[src/rtl/sb_pkg.sv]
// Shared constants for the store buffer: default depth, FSM encoding,
// pointer sizing and the word span used by the partial-overlap compare.
package sb_pkg;

  localparam int SB_DEPTH   = 4;
  localparam int WORD_BYTES = 4;

  localparam logic [0:0] ST_IDLE     = 1'b0;
  localparam logic [0:0] ST_FLUSHING = 1'b1;

  function automatic int ptr_w(input int depth);
    return (depth > 1) ? $clog2(depth) : 1;
  endfunction

endpackage

[src/rtl/sb_addr_match.sv]
// Load lookup against buffered stores: exact and partial-overlap detection,
// with the youngest exact match (closest to tail) winning the index select.
module sb_addr_match
  import sb_pkg::*;
#(
  parameter int DEPTH = SB_DEPTH,
  parameter int AW    = 32,
  localparam int PW   = ptr_w(DEPTH)
) (
  input  logic [DEPTH-1:0]         valid,
  input  logic [DEPTH-1:0][AW-1:0] addr,
  input  logic [PW-1:0]            head,
  input  logic                     ld_valid,
  input  logic [AW-1:0]            ld_addr,
  output logic                     hit,
  output logic                     conflict,
  output logic [PW-1:0]            index
);

  localparam logic [AW-1:0] NEAR = AW'(WORD_BYTES);

  logic [PW-1:0] slot;
  logic [AW-1:0] up;
  logic [AW-1:0] dn;
  logic          exact_any;

  // Walk oldest to youngest so a later (younger) exact match overrides the index.
  always_comb begin
    exact_any = 1'b0;
    conflict  = 1'b0;
    index     = '0;
    slot      = '0;
    up        = '0;
    dn        = '0;
    for (int age = 0; age < DEPTH; age++) begin
      slot = head + PW'(age);
      up   = addr[slot] - ld_addr;
      dn   = ld_addr - addr[slot];
      if (ld_valid && valid[slot]) begin
        if (addr[slot] == ld_addr) begin
          exact_any = 1'b1;
          index     = slot;
        end else if (up < NEAR || dn < NEAR) begin
          conflict = 1'b1;
        end
      end
    end
    hit = exact_any && !conflict;
  end

endmodule

[src/rtl/store_buffer.sv]
// Posted-write buffer between MEM stage and data memory: single-cycle store
// accept, in-order drain on mem_grant, load forwarding and flush handshake.
module store_buffer
  import sb_pkg::*;
#(
  parameter int DEPTH = SB_DEPTH,
  parameter int AW    = 32,
  parameter int DW    = 32,
  localparam int PW   = ptr_w(DEPTH),
  localparam int CW   = $clog2(DEPTH) + 1
) (
  input  logic          CLK,
  input  logic          RST,
  input  logic          st_valid,
  input  logic [AW-1:0] st_addr,
  input  logic [DW-1:0] st_data,
  output logic          st_ready,
  input  logic          ld_valid,
  input  logic [AW-1:0] ld_addr,
  output logic          ld_hit,
  output logic [DW-1:0] ld_data,
  output logic          ld_conflict,
  input  logic          mem_grant,
  output logic          mem_write,
  output logic [AW-1:0] mem_addr,
  output logic [DW-1:0] mem_din,
  input  logic          flush_req,
  output logic          flush_done,
  output logic [CW-1:0] count,
  output logic          empty,
  output logic          full
);

  logic [0:0]               state;
  logic [PW-1:0]            head;
  logic [PW-1:0]            tail;
  logic [DEPTH-1:0]         vld;
  logic [DEPTH-1:0][AW-1:0] e_addr;
  logic [DEPTH-1:0][DW-1:0] e_data;
  logic [PW-1:0]            hit_idx;
  logic                     enq;
  logic                     deq;

  assign empty     = (count == '0);
  assign full      = (count == CW'(DEPTH));
  assign st_ready  = !full && (state == ST_IDLE);
  assign enq       = st_valid && st_ready;
  assign mem_write = !empty && mem_grant;
  assign deq       = mem_write;
  assign mem_addr  = e_addr[head];
  assign mem_din   = e_data[head];

  sb_addr_match #(
    .DEPTH (DEPTH),
    .AW    (AW)
  ) u_match (
    .valid    (vld),
    .addr     (e_addr),
    .head     (head),
    .ld_valid (ld_valid),
    .ld_addr  (ld_addr),
    .hit      (ld_hit),
    .conflict (ld_conflict),
    .index    (hit_idx)
  );

  assign ld_data = ld_hit ? e_data[hit_idx] : '0;

  // Payload is only meaningful under its valid bit, so it carries no reset.
  always_ff @(posedge CLK) begin
    if (enq) begin
      e_addr[tail] <= st_addr;
      e_data[tail] <= st_data;
    end
  end

  always_ff @(posedge CLK) begin
    if (RST) begin
      head       <= '0;
      tail       <= '0;
      count      <= '0;
      vld        <= '0;
      state      <= ST_IDLE;
      flush_done <= 1'b0;
    end else begin
      flush_done <= 1'b0;
      if (enq) begin
        vld[tail] <= 1'b1;
        tail      <= tail + 1'b1;
      end
      if (deq) begin
        vld[head] <= 1'b0;
        head      <= head + 1'b1;
      end
      count <= count + CW'(enq) - CW'(deq);
      case (state)
        ST_IDLE: begin
          // A store accepted alongside the request still has to drain first.
          if (flush_req) begin
            if (empty && !enq) flush_done <= 1'b1;
            else               state      <= ST_FLUSHING;
          end
        end
        ST_FLUSHING: begin
          if (empty) begin
            state      <= ST_IDLE;
            flush_done <= 1'b1;
          end
        end
        default: state <= ST_IDLE;
      endcase
    end
  end

endmodule

[config.mk]
export PLATFORM = sky130hd
export DESIGN_NAME = store_buffer
export DESIGN_NICKNAME = d
export VERILOG_FILES = /design/src/rtl/sb_pkg.sv /design/src/rtl/sb_addr_match.sv /design/src/rtl/store_buffer.sv
export SDC_FILE = /design/constraint.sdc
export NUM_CORES = 1
export LEC_CHECK = 0
export CORE_ASPECT_RATIO = 1.5
export CORE_MARGIN = 2
export CORE_UTILIZATION = 66
export CTS_CLUSTER_DIAMETER = 200
export DETAILED_ROUTE_END_ITERATION = 16
export PLACE_DENSITY = 0.95
export SLEW_MARGIN = 25
export SYNTH_ARGS = -nofsm -noshare
export SYNTH_HDL_FRONTEND = slang
export SYNTH_HIERARCHICAL = 1
export SYNTH_SLANG_ARGS = --single-unit
[constraint.sdc]
create_clock -name CLK -period 12.2 [get_ports CLK]
set_input_delay 1.83 -clock CLK [delete_from_list [all_inputs] [get_ports CLK]]
set_output_delay 1.83 -clock CLK [all_outputs]
set_load 0.02 [all_outputs]
==> results of run 1 <==
==> synthesized netlist by cell type (8+ instances only) <==
library cell / count / area share, %
o21ai_0: 252 / 4.4
a211o_1: 8 / 0.24
nand3_1: 56 / 0.97
o211ai_1: 22 / 0.57
inv_1: 211 / 2.7
a21o_1: 39 / 1.0
nor3_1: 55 / 0.95
a211oi_1: 31 / 0.80
xnor2_1: 78 / 2.4
or2_2: 62 / 1.3
dfxtp_1: 13 / 0.90
a31oi_1: 23 / 0.50
and4_1: 12 / 0.36
o31ai_1: 14 / 0.36
nor4_1: 40 / 0.86
mux2i_1: 96 / 3.3
or3_1: 15 / 0.32
mux4_2: 104 / 8.1
nand4_1: 78 / 1.7
nor2b_1: 25 / 0.54
o21a_1: 37 / 0.96
clkbuf_1: 121 / 1.6
buf_2: 30 / 0.52
a21oi_1: 315 / 5.4
o221ai_1: 13 / 0.39
a221oi_1: 14 / 0.42
nand2_1: 441 / 5.7
and2_1: 42 / 0.91
nand2b_1: 15 / 0.32
o21bai_1: 28 / 0.73
edfxtp_1: 256 / 27
clkbuf_8: 9 / 0.43
and3_1: 8 / 0.17
xor2_1: 60 / 1.8
buf_1: 13 / 0.17
nor2_1: 195 / 2.5
nand3b_1: 8 / 0.21
or4_1: 10 / 0.26
o22ai_1: 11 / 0.24
a2111oi_0: 11 / 0.33
ha_1: 259 / 11
mux2_2: 55 / 2.1
==> kinds of logic after synthesis <==
| family | synth area share [%] |
|---|---|
| buffers and inverters | 5.89 |
| adder cells (fa/ha/maj) | 11.3 |
| XOR/XNOR | 4.18 |
| multiplexers | 13.6 |
| flip-flops | 27.5 |
| AND/OR/NAND/NOR | 18.1 |
| AO/OA/AOI/OAI | 19.5 |
==> layer usage <==
layer	overflow	GRT usage (%)
met5	0	12.4
met4	2	71.6
met3	0	48.0
met2	2	91.8
met1	0	64.2
==> stage by stage <==
step | cell area (um2) | hold WS, ns | util [%] | std cells
2_1_floorplan | 28900 | 0.486 | - | 3330
3_3_place_gp | 31000 | 0.512 | 71.1 | 3947
3_5_place_dp | 31100 | 0.543 | 71.2 | 3948
4_1_cts | 31700 | 0.587 | 72.6 | 3983
==> results.md, run 1 <==
- H-Tree Depth: 1
- Cells after Synth: 3330
- Post-CTS Resized: 0
- Longest Clk Path Bufs: 3
- Initial Util: 66.3%
- Global Route Usage Sum: 68.1%
- Largest net degree at the start of global routing: 156
- Status: aborted with a tool error
- Synthesized net count: 3692
- Die span in x: 175 um
- Cts hold-fix bufs: 0
- Avg Cell Area, Syn: 8.69 um2
- Synth Flop Type: edfxtp_1
- Post-DP HPWL: 100000 um
- Clock sink count: 269
- Site Rows: 94
- Number of synthesized flops with an enable pin: 256
- CTS buffer count: 20
- Async SR Flop Fraction: 0%
- Die Height: 260 um
- IO Port Bufs: 207
- Error: [ERROR GRT-0232] Routing congestion too high. Check the congestion heatmap in the GUI.
- Warnings, synthesis: 6
- Post-synthesis sequential area ratio: 27.5%
- Distinct cell type count of the synthesized netlist: 101
- Overflow after GRT: 4
- Synth Register Bits: 269
- Place WS: 2.59 ns
- Fail Step: global routing
- RD Place Congestion: 1.24
- Post-CTS Setup Bufs: 0
- Clk root buf: clkbuf_16
- I/O pins: 208
- Post-Syn Area: 0.0289 mm2
==> run 2, diff against run 1 <==
--- a/config.mk
+++ b/config.mk
@@ -5,12 +5,10 @@
 export SDC_FILE = /design/constraint.sdc
 export NUM_CORES = 1
 export LEC_CHECK = 0
-export CORE_ASPECT_RATIO = 1.5
 export CORE_MARGIN = 2
-export CORE_UTILIZATION = 66
-export CTS_CLUSTER_DIAMETER = 200
+export CORE_UTILIZATION = 40
 export DETAILED_ROUTE_END_ITERATION = 16
-export PLACE_DENSITY = 0.95
+export PLACE_DENSITY_LB_ADDON = 0.15
 export SLEW_MARGIN = 25
 export SYNTH_ARGS = -nofsm -noshare
 export SYNTH_HDL_FRONTEND = slang
==> results.md, run 2 <==
- Dominant cell type by area after synthesis: edfxtp_1 (unchanged)
- Post-DP HPWL: 108000 um (was 100000 um)
- Largest registers: e_addr x128, e_data x128, vld x4
- Initial antenna violation count: 5
- Place WS: 2.00 ns (was 2.59 ns)
- Worst hold-check path type: flop to flop
- Max-slew headroom: 18.5%
- Layout area overhead: 11.7%
- Fmax: 0.0959 GHz
- Critical path class: flop to output pin
- CP Launch Type: flop
- Most common library cells after synthesis: 441 x nand2_1, 315 x a21oi_1, 259 x ha_1, 256 x edfxtp_1, 252 x o21ai_0 (unchanged)
- Synth top area share: 26.6% (unchanged)
- Pwr dens: 262 mW/mm2
- Synth Register Bits: 269 (unchanged)
- Reg2Reg Setup Slack: 9.63 ns
- Number of synthesized flops with an enable pin: 256 (unchanged)
- Die span in x: 273 um (was 175 um)
- Clock group share of total power: 8.4%
- CTS buffer count: 24 (was 20)
- Final ANT Viol Nets: 0
- Synth Flop Type: edfxtp_1 (unchanged)
- Avg WL per Cell: 30.0 um
- Arr. time, crit path: 8.60 ns
- Clk_skew: 0.0175 ns
- Final TNS setup: 0 ns
- Worst setup EP type: output pin
- Clk root buf: clkbuf_16 (unchanged)
- Final hold violations: 0
- Distinct cell type count of the synthesized netlist: 101 (unchanged)
- Cts hold-fix bufs: 0 (unchanged)
- CP required: 10.37 ns
- Clk pin slew, worst setup/hold paths: 0.07 ns
- Nets: 3767
- RSZ-0062 raised after global routing: false
- Sw Pwr: 4.82 mW
- Site Rows: 98 (was 94)
- Tmin final: 10.43 ns
- Slew Viols, Final: 0
- Power Internal: 3.66 mW
- Post-synthesis sequential area ratio: 27.5% (unchanged)
- Post-CTS Resized: 0 (unchanged)
- Async SR Flop Fraction: 0% (unchanged)
- Status: complete, no violations (was aborted with a tool error)
- I/O pins: 208 (unchanged)
- Share of cells above drive strength 1: 9.59%
- Vias in the first global route: 27200
- WHS Path Cells: 2
- R2R cell count: 11
- Synthesized net count: 3692 (unchanged)
- Setup ws final: 1.77 ns
- Clock sink count: 269 (unchanged)
- Final period util: 85.5%
- Combinational power share: 77.1%
- First-pass GRT wire length: 186000 um
- Core area: 0.0716 mm2
- CP Cell Sequence: inv_2 -> buf_4 -> or2_2 -> nand2_1 -> inv_1 -> ha_1 -> nand2_1 -> o21a_1 -> o22ai_1 -> a2111oi_0 -> o211ai_1 -> nor4_1 -> nand4_1 -> nor4_1 -> nand4_1 -> o311ai_1 -> and4b_1 -> buf_4 -> and2_1 -> clkdlybuf4s50_1
- Initial Util: 40.4% (was 66.3%)
- RD Place Congestion: 1.08 (was 1.24)
- WL final: 131000 um
- Slowest CP cell: a2111oi_0
- Slowest stage delay, CP: 0.95 ns
- Warnings, synthesis: 6 (unchanged)
- Post-CTS Setup Bufs: 0 (unchanged)
- Die Area: 0.0745 mm2
- DR vias: 28100
- Largest net degree at the start of global routing: 134
- Die Height: 273 um (was 260 um)
- Commonest non-fill, non-tap cell in the layout: nand2_1
- Cells after Synth: 3330 (unchanged)
- Post-Syn Area: 0.0289 mm2 (unchanged)
- Main area contributors after synthesis: edfxtp_1 27%, ha_1 11%, mux4_2 8.1% (unchanged)
- Worst Path Max Fanout: 72
- Setup Viol. Count Final: 0
- Overflow after GRT: 0
- First drt pass iteration count: 6
- Initial drt markers: 3130
- Seq pwr share: 14.5%
- Drt drc: 0
- IO Port Bufs: 207 (unchanged)
- P_leak: 12.1 nW
- H-Tree Depth: 1 (unchanged)
- Avg Cell Area, Syn: 8.69 um2 (unchanged)
- Worst slew pin tran: 1.20 ns
- Most numerous cell in the Yosys netlist: nand2_1 (unchanged)
- Peak supply drop: 220 uV
- Longest Clk Path Bufs: 3 (unchanged)
- Clock tree from TritonCTS: yes
- Via density: 6.42
- Commonest cells after routing, fill and taps aside: 441 x nand2_1, 315 x a21oi_1, 259 x ha_1
- Max Cap Viol: 0
- Worst-skew pair later-pin latency: 0.53 ns
- Switching part of the total: 56.8%
- Global Route Usage Sum: 34.1%
==> run 2: path summary, 6_finish.rpt <==
kind                                           start                  end
worst min register to register      state$_SDFF_PP0_     state$_SDFF_PP0_
worst max-delay path            head[0]$_SDFFE_PP0N_          ld_data[25]
worst max register to register   count[1]$_SDFF_PP0_  count[2]$_SDFF_PP0_
worst min-delay path                state$_SDFF_PP0_     state$_SDFF_PP0_
==> run 2: final cells by class <==
cell class                      instances  area, um2
Fill cell                            6927      39300
Clock inverter                         13       92.6
Clock buffer                           28        637
Sequential cell                       269       7960
Timing Repair Buffer                  236       2320
Tap cell                              950       1190
Inverter                              212        796
Multi-Input combinational cell       2662      19300
Antenna cell                            2       5.00
==> run 2: per-stage QoR <==
stage          std cells  util, %  area, um2  hold slack, ns  total power, mW
3_3_place_gp        4328     44.1      31600           0.515             7.57
5_1_grt             4370     45.2      32300           0.577             8.85
6_report            4372     45.2      32300           0.541             8.48
2_1_floorplan       3330        -      28900           0.486             5.27
3_5_place_dp        4328     44.1      31600           0.536             7.53
4_1_cts             4369     45.1      32300           0.548             8.27
==> run 2: kinds of logic (layout without fill, tap and decap cells) <==
kind of cell / Yosys count / after routing / synth area share [%]
AO/OA/AOI/OAI: 917 / 917 / 19.5
XOR/XNOR: 138 / 138 / 4.18
adder cells (fa/ha/maj): 260 / 260 / 11.3
buffers and inverters: 399 / 489 / 5.89
flip-flops: 269 / 269 / 27.5
multiplexers: 256 / 256 / 13.6
other: 0 / 2 / 0
AND/OR/NAND/NOR: 1091 / 1091 / 18.1
==> run 2: routing by layer <==
layer	vias to the layer above	track usage, %	wire length, um
li1	12400	-	-
met1	13800	41.6	50600
met2	1544	58.0	61800
met3	325	5.11	10200
met4	4	18.1	8430
met5	-	0	21
==> run 2: power by group through the flow <==
| stage | clock network, mW | logic, mW | registers (mW) |
|---|---|---|---|
| 2_1_floorplan | 0 | 4.08 | 1.19 |
| 3_3_place_gp | 0 | 6.33 | 1.24 |
| 3_5_place_dp | 0 | 6.27 | 1.26 |
| 4_1_cts | 0.725 | 6.31 | 1.24 |
| 5_1_grt | 0.759 | 6.85 | 1.24 |
| 6_report | 0.714 | 6.54 | 1.23 |
==> run 2: worst max-delay path: cells and delay by family, from the launching register on <==
family | cells | cell delay [ns]
AO/OA/AOI/OAI | 5 | 2.16
adder cells (fa/ha/maj) | 1 | 0.44
buffers and inverters | 5 | 1.84
flip-flops | 1 | 0.89
AND/OR/NAND/NOR | 9 | 2.64
Power figures use the tool's default switching activity.
==> run 3, diff against run 2 <==
--- a/config.mk
+++ b/config.mk
@@ -5,6 +5,8 @@
 export SDC_FILE = /design/constraint.sdc
 export NUM_CORES = 1
 export LEC_CHECK = 0
+export ABC_CLOCK_PERIOD_IN_PS = 12200
+export CAP_MARGIN = 10
 export CORE_MARGIN = 2
 export CORE_UTILIZATION = 40
 export DETAILED_ROUTE_END_ITERATION = 16
==> results of run 3 <==
The final DEF is identical to that of run 2; final timing and power are the same.
